<file path="config.mk">
export PLATFORM = sky130hd
export DESIGN_NAME = wrf_rx_sink
export DESIGN_NICKNAME = d
export VERILOG_FILES = /design/src/rtl/wrf_rx_sink.sv
export SDC_FILE = /design/constraint.sdc
export NUM_CORES = 1
export LEC_CHECK = 0
export ABC_AREA = 0
export BUFFER_PORTS_ARGS = -buffer_cell sky130_fd_sc_hd__clkbuf_2
export CELL_PAD_IN_SITES_DETAIL_PLACEMENT = 1
export CELL_PAD_IN_SITES_GLOBAL_PLACEMENT = 2
export CORE_MARGIN = 3
export CORE_UTILIZATION = 40
export DETAILED_ROUTE_END_ITERATION = 10
export PLACE_DENSITY = 0.83
export SYNTH_ARGS = -nofsm -noshare
export SYNTH_HDL_FRONTEND = slang
export SYNTH_SLANG_ARGS = --single-unit
</file>
<file path="constraint.sdc">
create_clock -name clk_sys_i -period 3.91 [get_ports clk_sys_i]
set_input_delay 0.782 -clock clk_sys_i [delete_from_list [all_inputs] [get_ports clk_sys_i]]
set_output_delay 0.782 -clock clk_sys_i [all_outputs]
set_load 0.1 [all_outputs]
</file>
<file path="src/rtl/wrf_rx_sink.sv">
// ---------------------------------------------------------------------------
// wrf_rx_sink
//   Receive sink for a pipelined fabric stream. Each frame (snk_cyc_i envelope)
//   starts with a status word carrying the match class and an error flag,
//   followed by data words. Data words pass through a one-word hold register
//   so that the last word of a frame can be tagged with eof when the envelope
//   closes, then go into a first-word-fall-through output FIFO.
//
// Ports
//   clk_sys_i      system clock
//   rst_n_i        asynchronous reset, active-high
//   snk_cyc_i      fabric cycle (frame envelope)
//   snk_stb_i      fabric strobe
//   snk_adr_i[1:0] word type: 00 data, 01 OOB, 10 status, 11 user
//   snk_dat_i[15:0] fabric word
//   snk_sel_i[1:0] byte select
//   snk_ack_o      acknowledge, one cycle after each accepted word
//   snk_stall_o    back-pressure (FIFO almost full)
//   snk_err_o      one-cycle pulse: data word arrived before status
//   src_data_o/src_sel_o/src_sof_o/src_eof_o/src_err_o/src_valid_o
//                  FWFT output word; popped on src_valid_o & src_ready_i
//   src_ready_i    downstream ready
//   class_o[7:0]   match class of current frame
//   frames_ok_o    good-frame counter (wraps)
//   frames_err_o   bad-frame counter (wraps)
// ---------------------------------------------------------------------------
module wrf_rx_sink #(
  parameter int g_fifo_depth = 8
) (
  input  logic        clk_sys_i,
  input  logic        rst_n_i,
  input  logic        snk_cyc_i,
  input  logic        snk_stb_i,
  input  logic [1:0]  snk_adr_i,
  input  logic [15:0] snk_dat_i,
  input  logic [1:0]  snk_sel_i,
  output logic        snk_ack_o,
  output logic        snk_stall_o,
  output logic        snk_err_o,
  output logic [15:0] src_data_o,
  output logic [1:0]  src_sel_o,
  output logic        src_sof_o,
  output logic        src_eof_o,
  output logic        src_err_o,
  output logic        src_valid_o,
  input  logic        src_ready_i,
  output logic [7:0]  class_o,
  output logic [15:0] frames_ok_o,
  output logic [15:0] frames_err_o
);

  localparam int DATA_W = 16;
  localparam int AW     = $clog2(g_fifo_depth);
  localparam int CW     = AW + 1;
  // FIFO entry: {sof, eof, err, sel[1:0], data}
  localparam int FW     = DATA_W + 5;

  localparam logic [1:0] ADR_DATA   = 2'b00;
  localparam logic [1:0] ADR_STATUS = 2'b10;

  typedef enum logic [1:0] {
    S_IDLE    = 2'd0,
    S_HEADER  = 2'd1,
    S_PAYLOAD = 2'd2
  } state_t;

  state_t              r_state;
  state_t              w_state_nxt;

  logic                r_cyc_d;
  logic                r_ack;
  logic                r_err_pulse;
  logic                r_bad;
  logic [7:0]          r_class;
  logic [15:0]         r_frames_ok;
  logic [15:0]         r_frames_err;

  logic                r_hold_vld_p0;
  logic [DATA_W-1:0]   r_hold_dat_p0;
  logic [1:0]          r_hold_sel_p0;
  logic                r_hold_sof_p0;

  logic [FW-1:0]       r_mem [g_fifo_depth];
  logic [AW-1:0]       r_wp;
  logic [AW-1:0]       r_rp;
  logic [CW-1:0]       r_cnt;

  logic                w_fall;
  logic                w_stall;
  logic                w_acc;
  logic                w_is_data;
  logic                w_is_stat;
  logic                w_in_hdr;
  logic                w_frame_end;
  logic                w_hdr_stat;
  logic                w_hdr_err;
  logic                w_push_mid;
  logic                w_flush;
  logic                w_push;
  logic [FW-1:0]       w_push_word;
  logic                w_valid;
  logic                w_pop;
  logic                w_full;
  logic                w_wr;
  logic [FW-1:0]       w_rd_word;

  // Handshake and envelope decode
  assign w_fall    = ~snk_cyc_i & r_cyc_d;
  // One slot stays free so the eof flush can always be written.
  assign w_stall   = (r_cnt >= CW'(g_fifo_depth - 1));
  assign w_acc     = snk_cyc_i & snk_stb_i & ~w_stall;
  assign w_is_data = w_acc & (snk_adr_i == ADR_DATA);
  assign w_is_stat = w_acc & (snk_adr_i == ADR_STATUS);

  // FSM: state register
  always_ff @(posedge clk_sys_i or posedge rst_n_i) begin
    if (rst_n_i) r_state <= S_IDLE;
    else         r_state <= w_state_nxt;
  end

  // FSM: next state. A word accepted in IDLE is the first word of a frame
  // whose cyc rose in this same cycle, so it is handled as a header word.
  always_comb begin
    w_state_nxt = r_state;
    if (w_fall) begin
      w_state_nxt = S_IDLE;
    end else begin
      case (r_state)
        S_IDLE: begin
          if (w_hdr_stat | w_is_data) w_state_nxt = S_PAYLOAD;
          else if (snk_cyc_i)         w_state_nxt = S_HEADER;
        end
        S_HEADER: begin
          if (w_hdr_stat | w_is_data) w_state_nxt = S_PAYLOAD;
        end
        default: ;
      endcase
    end
  end

  // FSM: outputs
  always_comb begin
    w_in_hdr    = 1'b0;
    w_frame_end = 1'b0;
    case (r_state)
      S_IDLE:    w_in_hdr = 1'b1;
      S_HEADER:  begin
        w_in_hdr    = 1'b1;
        w_frame_end = w_fall;
      end
      S_PAYLOAD: w_frame_end = w_fall;
      default: ;
    endcase
  end

  assign w_hdr_stat = w_is_stat & w_in_hdr;
  assign w_hdr_err  = w_is_data & w_in_hdr;

  // Data and cyc-fall never coincide (data needs cyc high), so at most one
  // push per cycle.
  assign w_push_mid  = w_is_data & r_hold_vld_p0;
  assign w_flush     = w_fall & r_hold_vld_p0;
  assign w_push      = w_push_mid | w_flush;
  assign w_push_word = {r_hold_sof_p0, w_flush, w_flush & r_bad,
                        r_hold_sel_p0, r_hold_dat_p0};

  // Frame control
  always_ff @(posedge clk_sys_i or posedge rst_n_i) begin
    if (rst_n_i) begin
      r_cyc_d       <= 1'b0;
      r_ack         <= 1'b0;
      r_err_pulse   <= 1'b0;
      r_bad         <= 1'b0;
      r_class       <= 8'h00;
      r_frames_ok   <= 16'h0000;
      r_frames_err  <= 16'h0000;
      r_hold_vld_p0 <= 1'b0;
    end else begin
      r_cyc_d     <= snk_cyc_i;
      r_ack       <= w_acc;
      r_err_pulse <= w_hdr_err;

      if (w_fall) begin
        r_bad <= 1'b0;
      end else if (w_hdr_stat) begin
        r_bad <= snk_dat_i[1];
      end else if (w_hdr_err) begin
        r_bad <= 1'b1;
      end

      if (w_hdr_stat)     r_class <= snk_dat_i[15:8];
      else if (w_hdr_err) r_class <= 8'h00;

      // A held word at frame end means the frame carried data.
      if (w_frame_end) begin
        if (~r_bad & r_hold_vld_p0) r_frames_ok  <= r_frames_ok + 16'd1;
        else                        r_frames_err <= r_frames_err + 16'd1;
      end

      if (w_fall)         r_hold_vld_p0 <= 1'b0;
      else if (w_is_data) r_hold_vld_p0 <= 1'b1;
    end
  end

  // Stage p0: hold register (data only, qualified by r_hold_vld_p0)
  always_ff @(posedge clk_sys_i) begin
    if (w_is_data) begin
      r_hold_dat_p0 <= snk_dat_i;
      r_hold_sel_p0 <= snk_sel_i;
      r_hold_sof_p0 <= ~r_hold_vld_p0;
    end
  end

  // Stage p1: output FIFO, first-word-fall-through
  assign w_valid   = (r_cnt != '0);
  assign w_full    = (r_cnt == CW'(g_fifo_depth));
  assign w_pop     = w_valid & src_ready_i;
  assign w_wr      = w_push & (~w_full | w_pop);
  assign w_rd_word = r_mem[r_rp];

  always_ff @(posedge clk_sys_i) begin
    if (w_wr) r_mem[r_wp] <= w_push_word;
  end

  always_ff @(posedge clk_sys_i or posedge rst_n_i) begin
    if (rst_n_i) begin
      r_wp  <= '0;
      r_rp  <= '0;
      r_cnt <= '0;
    end else begin
      if (w_wr)  r_wp <= r_wp + AW'(1);
      if (w_pop) r_rp <= r_rp + AW'(1);
      case ({w_wr, w_pop})
        2'b10:   r_cnt <= r_cnt + CW'(1);
        2'b01:   r_cnt <= r_cnt - CW'(1);
        default: r_cnt <= r_cnt;
      endcase
    end
  end

  // Output fields are forced to zero when no word is presented.
  assign snk_ack_o    = r_ack;
  assign snk_stall_o  = w_stall;
  assign snk_err_o    = r_err_pulse;
  assign src_valid_o  = w_valid;
  assign src_data_o   = w_valid ? w_rd_word[DATA_W-1:0]        : '0;
  assign src_sel_o    = w_valid ? w_rd_word[DATA_W+1:DATA_W]   : 2'b00;
  assign src_err_o    = w_valid & w_rd_word[DATA_W+2];
  assign src_eof_o    = w_valid & w_rd_word[DATA_W+3];
  assign src_sof_o    = w_valid & w_rd_word[DATA_W+4];
  assign class_o      = r_class;
  assign frames_ok_o  = r_frames_ok;
  assign frames_err_o = r_frames_err;

endmodule

</file>
==> impl_results.md, run 1 <==
- Outcome: complete, no violations
- Sequential area share after synthesis: 73.0%
- Clk Latency, worst-skew pair: 540 ps
- Via count: 5,171
- Area of placed instances: 0.0106 mm^2
- Synth async-reset ratio: 23.4%
- Seq pwr share: 33.4%
- Row count: 56
- Pint: 0.00561 W
- CP max stage delay: 590 ps
- Combinational Power Share: 37.1%
- Global routing's busiest layer: met2
- Hold Fails Final Rpt: 0
- CP top delay family: buffers and inverters
- DP HPWL: 13,300 um
- Root Driver: clkbuf_16
- Clock share of power: 29.5%
- Drt total wl: 21,000 um
- Max Cap Viol: 0
- Worst path required time: 3130 ps
- CTS tree: built
- Period Utilization, post-route: 87.5%
- Worst Setup Start Kind: flop
- Fmax: 292 MHz
- # IOs: 90
- Mapped cell area: 0.00964 mm^2
- Post-CTS Resized: 0
- Avg Cell Area, Syn: 18.0 um^2
- Clk pin slew, worst setup/hold paths: 60 ps
- Ratio of cells with drive above 1 in the final layout: 32.3%
- Setup Viol. Count Final: 0
- VDD IR max: 0.530 mV
- Critical-path top delay cell: mux4_2
- Via/cell ratio: 5.20
- RSZ-0062 raised after global routing: no
- Cells after synthesis: 537
- Initial core utilization: 40.8%
- Final Max Tran Viols: 0
- GP Congestion: 0.782
- Global route total overflow: 0
- Minimum clock period: 3420 ps
- Sw Share: 41.1%
- Largest net degree at the start of global routing: 44
- Fin util: 49.3%
- M3 GR Usage: 3.77%
- Die Ht: 161 um
- TritonRoute pass-1 iters: 4
- Met2 global-route usage: 28.3%
- Crit Path Max Fanout: 29
- Worst-Margin Slew: 954 ps
- Total GRT Usage: 16.3%
- CP bufs+invs: 2
- ANT nets after route: 0
- Critical Path AT: 2640 ps
- Worst Setup Path Type: reg2out
- Design Area, Final: 0.0116 mm^2
- Port bufs: 89
- Clk_skew: 17.1 ps
- Synth Net Count: 571
- Vias in the first global route: 5,726
- GR Util met1: 21.1%
- Post-route DRC: 0
- Library cells used by synthesis: 44
- Min-delay worst type: in2reg
- Commonest non-fill, non-tap cell in the layout: edfxtp_1
- NetSw: 0.00392 W
- Slew headroom: 36.3%
- Hold bufs inserted after CTS: 0
- Die W: 161 um
- Initial antenna violation count: 0
- Post-synth EDFFs: 187
- Number of CTS-inserted buffers: 27
- Synth warnings: 0
- Main synth FF type: edfxtp_1
- Clk buf depth: 3
- Power Density: 819 mW/mm^2
- Wire length per cell: 21.1 um
- Die Area: 0.0260 mm^2
- Core area: 0.0236 mm^2
- Postcts setup bufs: 0
- Static leakage: 4.37 nW
- Synthesized flop and latch total: 244
- Setup crit end kind: primary output
- Htree depth: 1
- Initial DRC Count: 250
- Clock sink total: 244
- TNS Setup: 0 ps
- Most frequent cells in the layout: edfxtp_1, clkbuf_2, dfrtp_1
- CP cell instances: buf_4 > mux4_2 > mux2i_1 > nor2_1 > clkbuf_2
- First-pass GRT wire length: 33,000 um
- Area growth from synthesis to layout: 20.7%
- Net total in the final layout: 688
==> final timing paths <==
check                             startpoint               end  slack [ps]  cells after the start
worst min-delay path            snk_sel_i[1]  r_hold_sel_p0[1]         420                      1
worst max-delay path                 r_rp[0]    src_data_o[15]         490                      5
worst max register to register      r_cnt[0]          r_cnt[3]        1210                     12
worst min register to register    class_o[1]        class_o[1]         470                      2
max in group asynchronous            rst_n_i  frames_err_o[15]        2680                      3
min in group asynchronous            rst_n_i   frames_err_o[6]         450                      2
==> per-stage QoR <==
stage | instances | hold WS, ps | worst slack, ps | total power, W
floorplan | 537 | 468 | 283 | 0.00614
global placement | 944 | 455 | 1030 | 0.00674
detailed placement | 944 | 455 | 943 | 0.00682
CTS | 993 | 396 | 413 | 0.00967
global route | 993 | 392 | 291 | 0.00992
finish | 994 | 423 | 490 | 0.00953
==> synthesized netlist by cell type (6+ instances only) <==
library cell | instances | area (um^2)
dfrtp_1 | 57 | 1430
inv_1 | 9 | 33.8
ha_1 | 8 | 100
mux4_2 | 42 | 946
mux2i_1 | 22 | 220
nor3_1 | 7 | 35.0
nor2_1 | 37 | 139
and3_1 | 7 | 43.8
nand4_1 | 11 | 68.8
clkbuf_1 | 10 | 37.5
xor2_1 | 9 | 78.8
nand3_1 | 16 | 80.1
edfxtp_1 | 187 | 5620
nand2_1 | 37 | 139
buf_2 | 6 | 30.0
xnor2_1 | 28 | 245
==> area by class of cell <==
| type | instances | area (um^2) |
|---|---|---|
| Antenna cell | 1 | 2.50 |
| Clock buffer | 28 | 679 |
| Clock inverter | 21 | 319 |
| Fill cell | 2263 | 12000 |
| Inverter | 10 | 37.5 |
| Multi-Input combinational cell | 263 | 2550 |
| Sequential cell | 244 | 7040 |
| Tap cell | 319 | 399 |
| Timing Repair Buffer | 108 | 601 |
==> metal layers <==
layer | vias up | wire (um)
met3 | 30 | 1470
met1 | 2695 | 8750
met2 | 147 | 10400
met5 | - | 0
met4 | 0 | 380
li1 | 2299 | -
==> logic make-up after synthesis <==
group | count (synthesis) | synth area share [%]
muxes | 68 | 12.6
DFF | 244 | 73.0
AOI/OAI and AO/OA | 10 | 1.17
adders and majority gates | 9 | 1.25
buffers and inverters | 30 | 1.32
and+or+nand+nor | 139 | 7.28
xor gates and xnor gates | 37 | 3.36
==> power groups by stage <==
stage               registers, W  logic, W  clock network, W
finish                   0.00318   0.00354           0.00281
global route             0.00322   0.00372           0.00298
CTS                      0.00319   0.00360           0.00288
detailed placement       0.00324   0.00359                 0
global placement         0.00322   0.00352                 0
floorplan                0.00354   0.00260                 0
==> registers in the layout (all words and copies together) (netlist names), 3 cells and up <==
signal and flops:
r_hold_dat_p0 16, r_wp 3, class_o 8, frames_err_o 16, r_cnt 4, frames_ok_o 16
r_mem 168, r_rp 3
Power figures use the tool's default switching activity.
==> run 2: changes to the inputs <==
PLACE_DENSITY = 0.75   (was 0.83)
==> run 2 against run 1 <==
Net effect: cell area is 1.8% lower; first-iteration DRC count is 12% higher; sequential share of layout area is 1.1 points higher; critical path type unchanged; critical path depth stayed put; clock-buffer cell count is 3 higher; largest cell class unchanged; hold slack better by 4.0 ps; global-route usage is 0.073 points higher; highest routed layer unchanged; setup slack worse by 71 ps.
==> impl_results.md, run 2 (synthesized netlist as in run 1, its figures left out) <==
- Worst Reg-to-Reg Cells: 12
- TNS Setup: 0 ps
- Htree depth: 1
- Clock sink total: 244
- Setup crit end kind: primary output
- CP bufs+invs: 2
- CP max stage delay: 710 ps
- Worst path required time: 3130 ps
- Met3 wire len: 1110 um
- GP Congestion: 0.746
- TritonRoute pass-1 iters: 4
- Hold Path Cell Cnt: 1
- Setup Viol. Count Final: 0
- Ratio of cells with drive above 1 in the final layout: 31.2%
- ANT nets after route: 0
- Critical Path AT: 2710 ps
- Outcome: complete, no violations
- Top layer in use: met4
- Largest net degree at the start of global routing: 54
- Worst r2r dst: r_cnt[3]
- Register-to-register path setup slack: 1290 ps
- VDD IR max: 0.594 mV
- Largest reg by FF count: r_mem
- Number of CTS-inserted buffers: 26
- Fmax: 286 MHz
- DP HPWL: 12,800 um
- Port bufs: 89
- Hold bufs inserted after CTS: 0
- Fillers: 2,288
- Post-Place Cells: 942
- Clk_skew: 11.3 ps
- Max reg flops: 168
- Die W: 161 um
- Routed length on met1: 9440 um
- Diodes inserted: 0
- Area growth from synthesis to layout: 18.5%
- Worst-Margin Slew: 1160 ps
- Multi-input logic area: 0.00255 mm^2
- Total GRT Usage: 16.4%
- WHS Endpoint: r_hold_dat_p0[5]
- Via count: 5,075
- Initial core utilization: 40.8%
- Min-delay worst type: in2reg
- Global route total overflow: 0
- Initial DRC Count: 280
- CTS tree: built
- Net total in the final layout: 685
- Worst Setup Path Type: reg2out
- Post-route DRC: 0
- Hold Fails Final Rpt: 0
- Initial antenna violation count: 0
- Clk buf depth: 3
- Die Area: 0.0260 mm^2
- Worst Setup Start Kind: flop
- Worst Setup SP: r_rp[0]
- Drt total wl: 20,800 um
- Postcts setup bufs: 0
- First-pass GRT wire length: 33,200 um
- Clk pin slew, worst setup/hold paths: 60 ps
- Period Utilization, post-route: 89.3%
- Power Density: 792 mW/mm^2
- Commonest non-fill, non-tap cell in the layout: edfxtp_1
- Die Ht: 161 um
- Core area: 0.0236 mm^2
- Post-CTS Resized: 0
- Root Driver: clkbuf_16
- Final Max Tran Viols: 0
- Critical-path top delay cell: dfrtp_2
- Max Cap Viol: 0
- Slew headroom: 22.4%
- Row count: 56
- Most frequent cells in the layout: edfxtp_1, clkbuf_2, dfrtp_1
- Via/cell ratio: 5.15
- CP cell instances: buf_12 > mux4_2 > mux2i_1 > nor2_1 > clkbuf_2
- # IOs: 90
- Wire length per cell: 21.1 um
- Fin cells: 986
- Static leakage: 4.27 nW
- Vias in the first global route: 5,699
- Reg-to-reg startpoint: r_cnt[0]
- CP top delay family: multiplexers
- Minimum clock period: 3490 ps
- Hold_sp: snk_dat_i[5]
- RSZ-0062 raised after global routing: no
- FF/Latch Area: 0.00704 mm^2
- Crit Path Max Fanout: 18
- Routed wl met2: 9880 um
- Clk Latency, worst-skew pair: 530 ps
==> run 2: power breakdown <==
part	switching, W	internal [W]	total (W)
registers	0.000299	0.00293	0.00323
clock network	0.000968	0.00135	0.00231
logic	0.00260	0.000905	0.00351
==> run 2: through the flow <==
stage / power (W) / utilization, % / cell area, um^2 / setup slack, ps / hold slack (ps)
4_1_cts: 0.00917 / 48.4 / 11400 / 331 / 405
3_3_place_gp: 0.00678 / 45.0 / 10600 / 930 / 452
6_report: 0.00905 / 48.4 / 11400 / 419 / 427
2_1_floorplan: 0.00614 / - / 9660 / 283 / 468
5_1_grt: 0.00946 / 48.4 / 11400 / 215 / 410
3_5_place_dp: 0.00684 / 45.0 / 10600 / 912 / 475
==> run 2: worst reg2reg max path, cell delays in order (launching register included) <==
cell and delay [ps]:
dfrtp_1 460, nor4_4 290, buf_4 330, inv_2 90, nand2_1 200, a21o_4 160
inv_1 70, ha_1 270, a21oi_1 140, nor2b_1 70, o21ai_0 150, o32ai_1 120
xor2_1 150
==> run 2: worst max path at each step <==
stage                           endpoint  slack [ps]  cells after the start
after global routing      src_data_o[14]         210                      5
after detailed placement       src_sof_o         910                      5
after floorplan              r_mem[5][0]         280                      4
final                          src_sof_o         420                      5
after global placement         src_sof_o         930                      5
after CTS                      src_sof_o         330                      5
==> run 2: cell type report <==
class                      instances  share of cell area, %
sequential                       244                   61.6
multi-input combinational        263                   22.3
clock buffer                      31                   5.86
timing repair buffer             106                   5.23
tap                              319                   3.49
clock inverter                    13                   1.10
inverter                          10                  0.329
==> run 2: per-layer routing <==
| layer | vias up | track usage, % |
|---|---|---|
| met5 | - | 0 |
| met2 | 119 | 26.7 |
| li1 | 2279 | - |
| met1 | 2650 | 22.8 |
| met3 | 27 | 3.77 |
| met4 | 0 | 3.56 |
==> run 3: changes to the inputs <==
CORE_UTILIZATION = 42   (was 40)
CTS_BUF_LIST = sky130_fd_sc_hd__clkbuf_4   (was unset)
PLACE_DENSITY = 0.78   (was 0.75)
==> run 3 against run 2 <==
Net effect: non-clock buffer count shrank 1; maximum frequency is 0.25% lower; final cell count up 1.8%; first-iteration DRC count fell by 8.2%; cell area is 1.1% lower; wire length barely moved.
==> impl_results.md, run 3 (synthesized netlist as in run 1, its figures left out) <==
- Min-delay worst type: in2reg
- Core area: 0.0222 mm^2
- Via/cell ratio: 5.25
- Post-route DRC: 0
- Combinational Power Share: 40.7%
- Initial antenna violation count: 1
- Period Utilization, post-route: 89.5%
- Pint: 0.00488 W
- Power Density: 772 mW/mm^2
- Outcome: complete, no violations
- Vias in the first global route: 5,986
- Via count: 5,272
- Die Area: 0.0248 mm^2
- Initial DRC Count: 257
- # IOs: 90
- RSZ-0062 raised after global routing: no
- Initial core utilization: 43.5%
- Row count: 54
- Max reg flops: 168
- Clock sink total: 244
- Worst Setup Start Kind: flop
- Final Max Tran Viols: 0
- Post-Place Cells: 902
- Net total in the final layout: 719
- Ratio of cells with drive above 1 in the final layout: 36.4%
- Sw Share: 44.1%
- Clk Latency, worst-skew pair: 680 ps
- Hold bufs inserted after CTS: 0
- TNS Setup: 0 ps
- Clk_skew: 30.8 ps
- Worst-Margin Slew: 1120 ps
- Crit Path Max Fanout: 25
- Post-CTS Resized: 0
- DP HPWL: 12,800 um
- Largest net degree at the start of global routing: 53
- Area growth from synthesis to layout: 17.2%
- Hold Fails Final Rpt: 0
- Total GRT Usage: 17.5%
- First-pass GRT wire length: 33,200 um
- Worst path required time: 3130 ps
- Global route total overflow: 0
- GP Congestion: 0.788
- Critical Path AT: 2720 ps
- Static leakage: 4.31 nW
- Fmax: 286 MHz
- ANT nets after route: 0
- Number of CTS-inserted buffers: 61
- Root Driver: clkbuf_4
- Port bufs: 89
- Clk pin slew, worst setup/hold paths: 60 ps
- Max Cap Viol: 0
- Clock share of power: 23.3%
- Seq pwr share: 35.9%
- Drt total wl: 20,800 um
- VDD IR max: 0.524 mV
- Die W: 158 um
- Clk buf depth: 3
- TritonRoute pass-1 iters: 6
- Die Ht: 158 um
- NetSw: 0.00385 W
- Wire length per cell: 20.8 um
- Slew headroom: 24.9%
- CTS tree: built
- Most frequent cells in the layout: edfxtp_1, clkbuf_2, clkbuf_4
- Worst Setup Path Type: reg2out
- Commonest non-fill, non-tap cell in the layout: edfxtp_1
- Setup crit end kind: primary output
- Fin cells: 1,004
- Setup Viol. Count Final: 0
- Htree depth: 2
- Largest reg by FF count: r_mem
- Minimum clock period: 3500 ps
- Postcts setup bufs: 0
[run 3: cell type report]
| class | instances | area, um^2 |
|---|---|---|
| Clock inverter | 14 | 82.6 |
| Tap cell | 280 | 350 |
| Antenna cell | 1 | 2.50 |
| Multi-Input combinational cell | 263 | 2550 |
| Clock buffer | 87 | 653 |
| Inverter | 10 | 37.5 |
| Timing Repair Buffer | 105 | 578 |
| Fill cell | 2160 | 10900 |
| Sequential cell | 244 | 7040 |
[run 3: worst max-delay path, cell delays in order, from the launching register on]
cell and delay (ps):
dfrtp_2 350, buf_4 420, mux4_2 580, mux2i_1 210, nor2_1 70, clkbuf_2 380
[run 3: through the flow]
stage	util (%)	worst slack [ps]	total power (W)	hold WS, ps	cell area, um^2
after floorplan	-	283	0.00614	468	9660
after global placement	47.7	1030	0.00674	460	10600
after detailed placement	47.7	957	0.00679	456	10600
after CTS	51.0	298	0.00888	213	11300
after global routing	51.0	169	0.00918	208	11300
final	51.0	410	0.00873	280	11300
[run 3: final timing paths]
kind	from	slack [ps]	cells past startpoint	endpoint
min in group asynchronous	rst_n_i	370	2	snk_ack_o
worst min register to register	class_o[3]	470	2	class_o[3]
max in group asynchronous	rst_n_i	2780	2	r_rp[0]
worst max register to register	r_cnt[1]	1270	12	r_cnt[3]
worst min-delay path	snk_dat_i[3]	280	1	r_hold_dat_p0[3]
worst max-delay path	r_rp[0]	410	5	src_data_o[11]
[run 3: power groups by stage]
stage / combinational, W / clock (W) / sequential [W]
floorplan: 0.00260 / 0 / 0.00354
global placement: 0.00356 / 0 / 0.00317
detailed placement: 0.00360 / 0 / 0.00319
CTS: 0.00362 / 0.00213 / 0.00314
global route: 0.00376 / 0.00226 / 0.00316
finish: 0.00356 / 0.00204 / 0.00314
[run 3: routing by layer]
metal	up-vias	GRT usage, %	part of all wire (%)
met1	2701	22.5	42
met5	-	0	0
met4	0	5.66	1.6
met3	30	4.78	6.1
met2	156	29.0	50
li1	2385	-	-
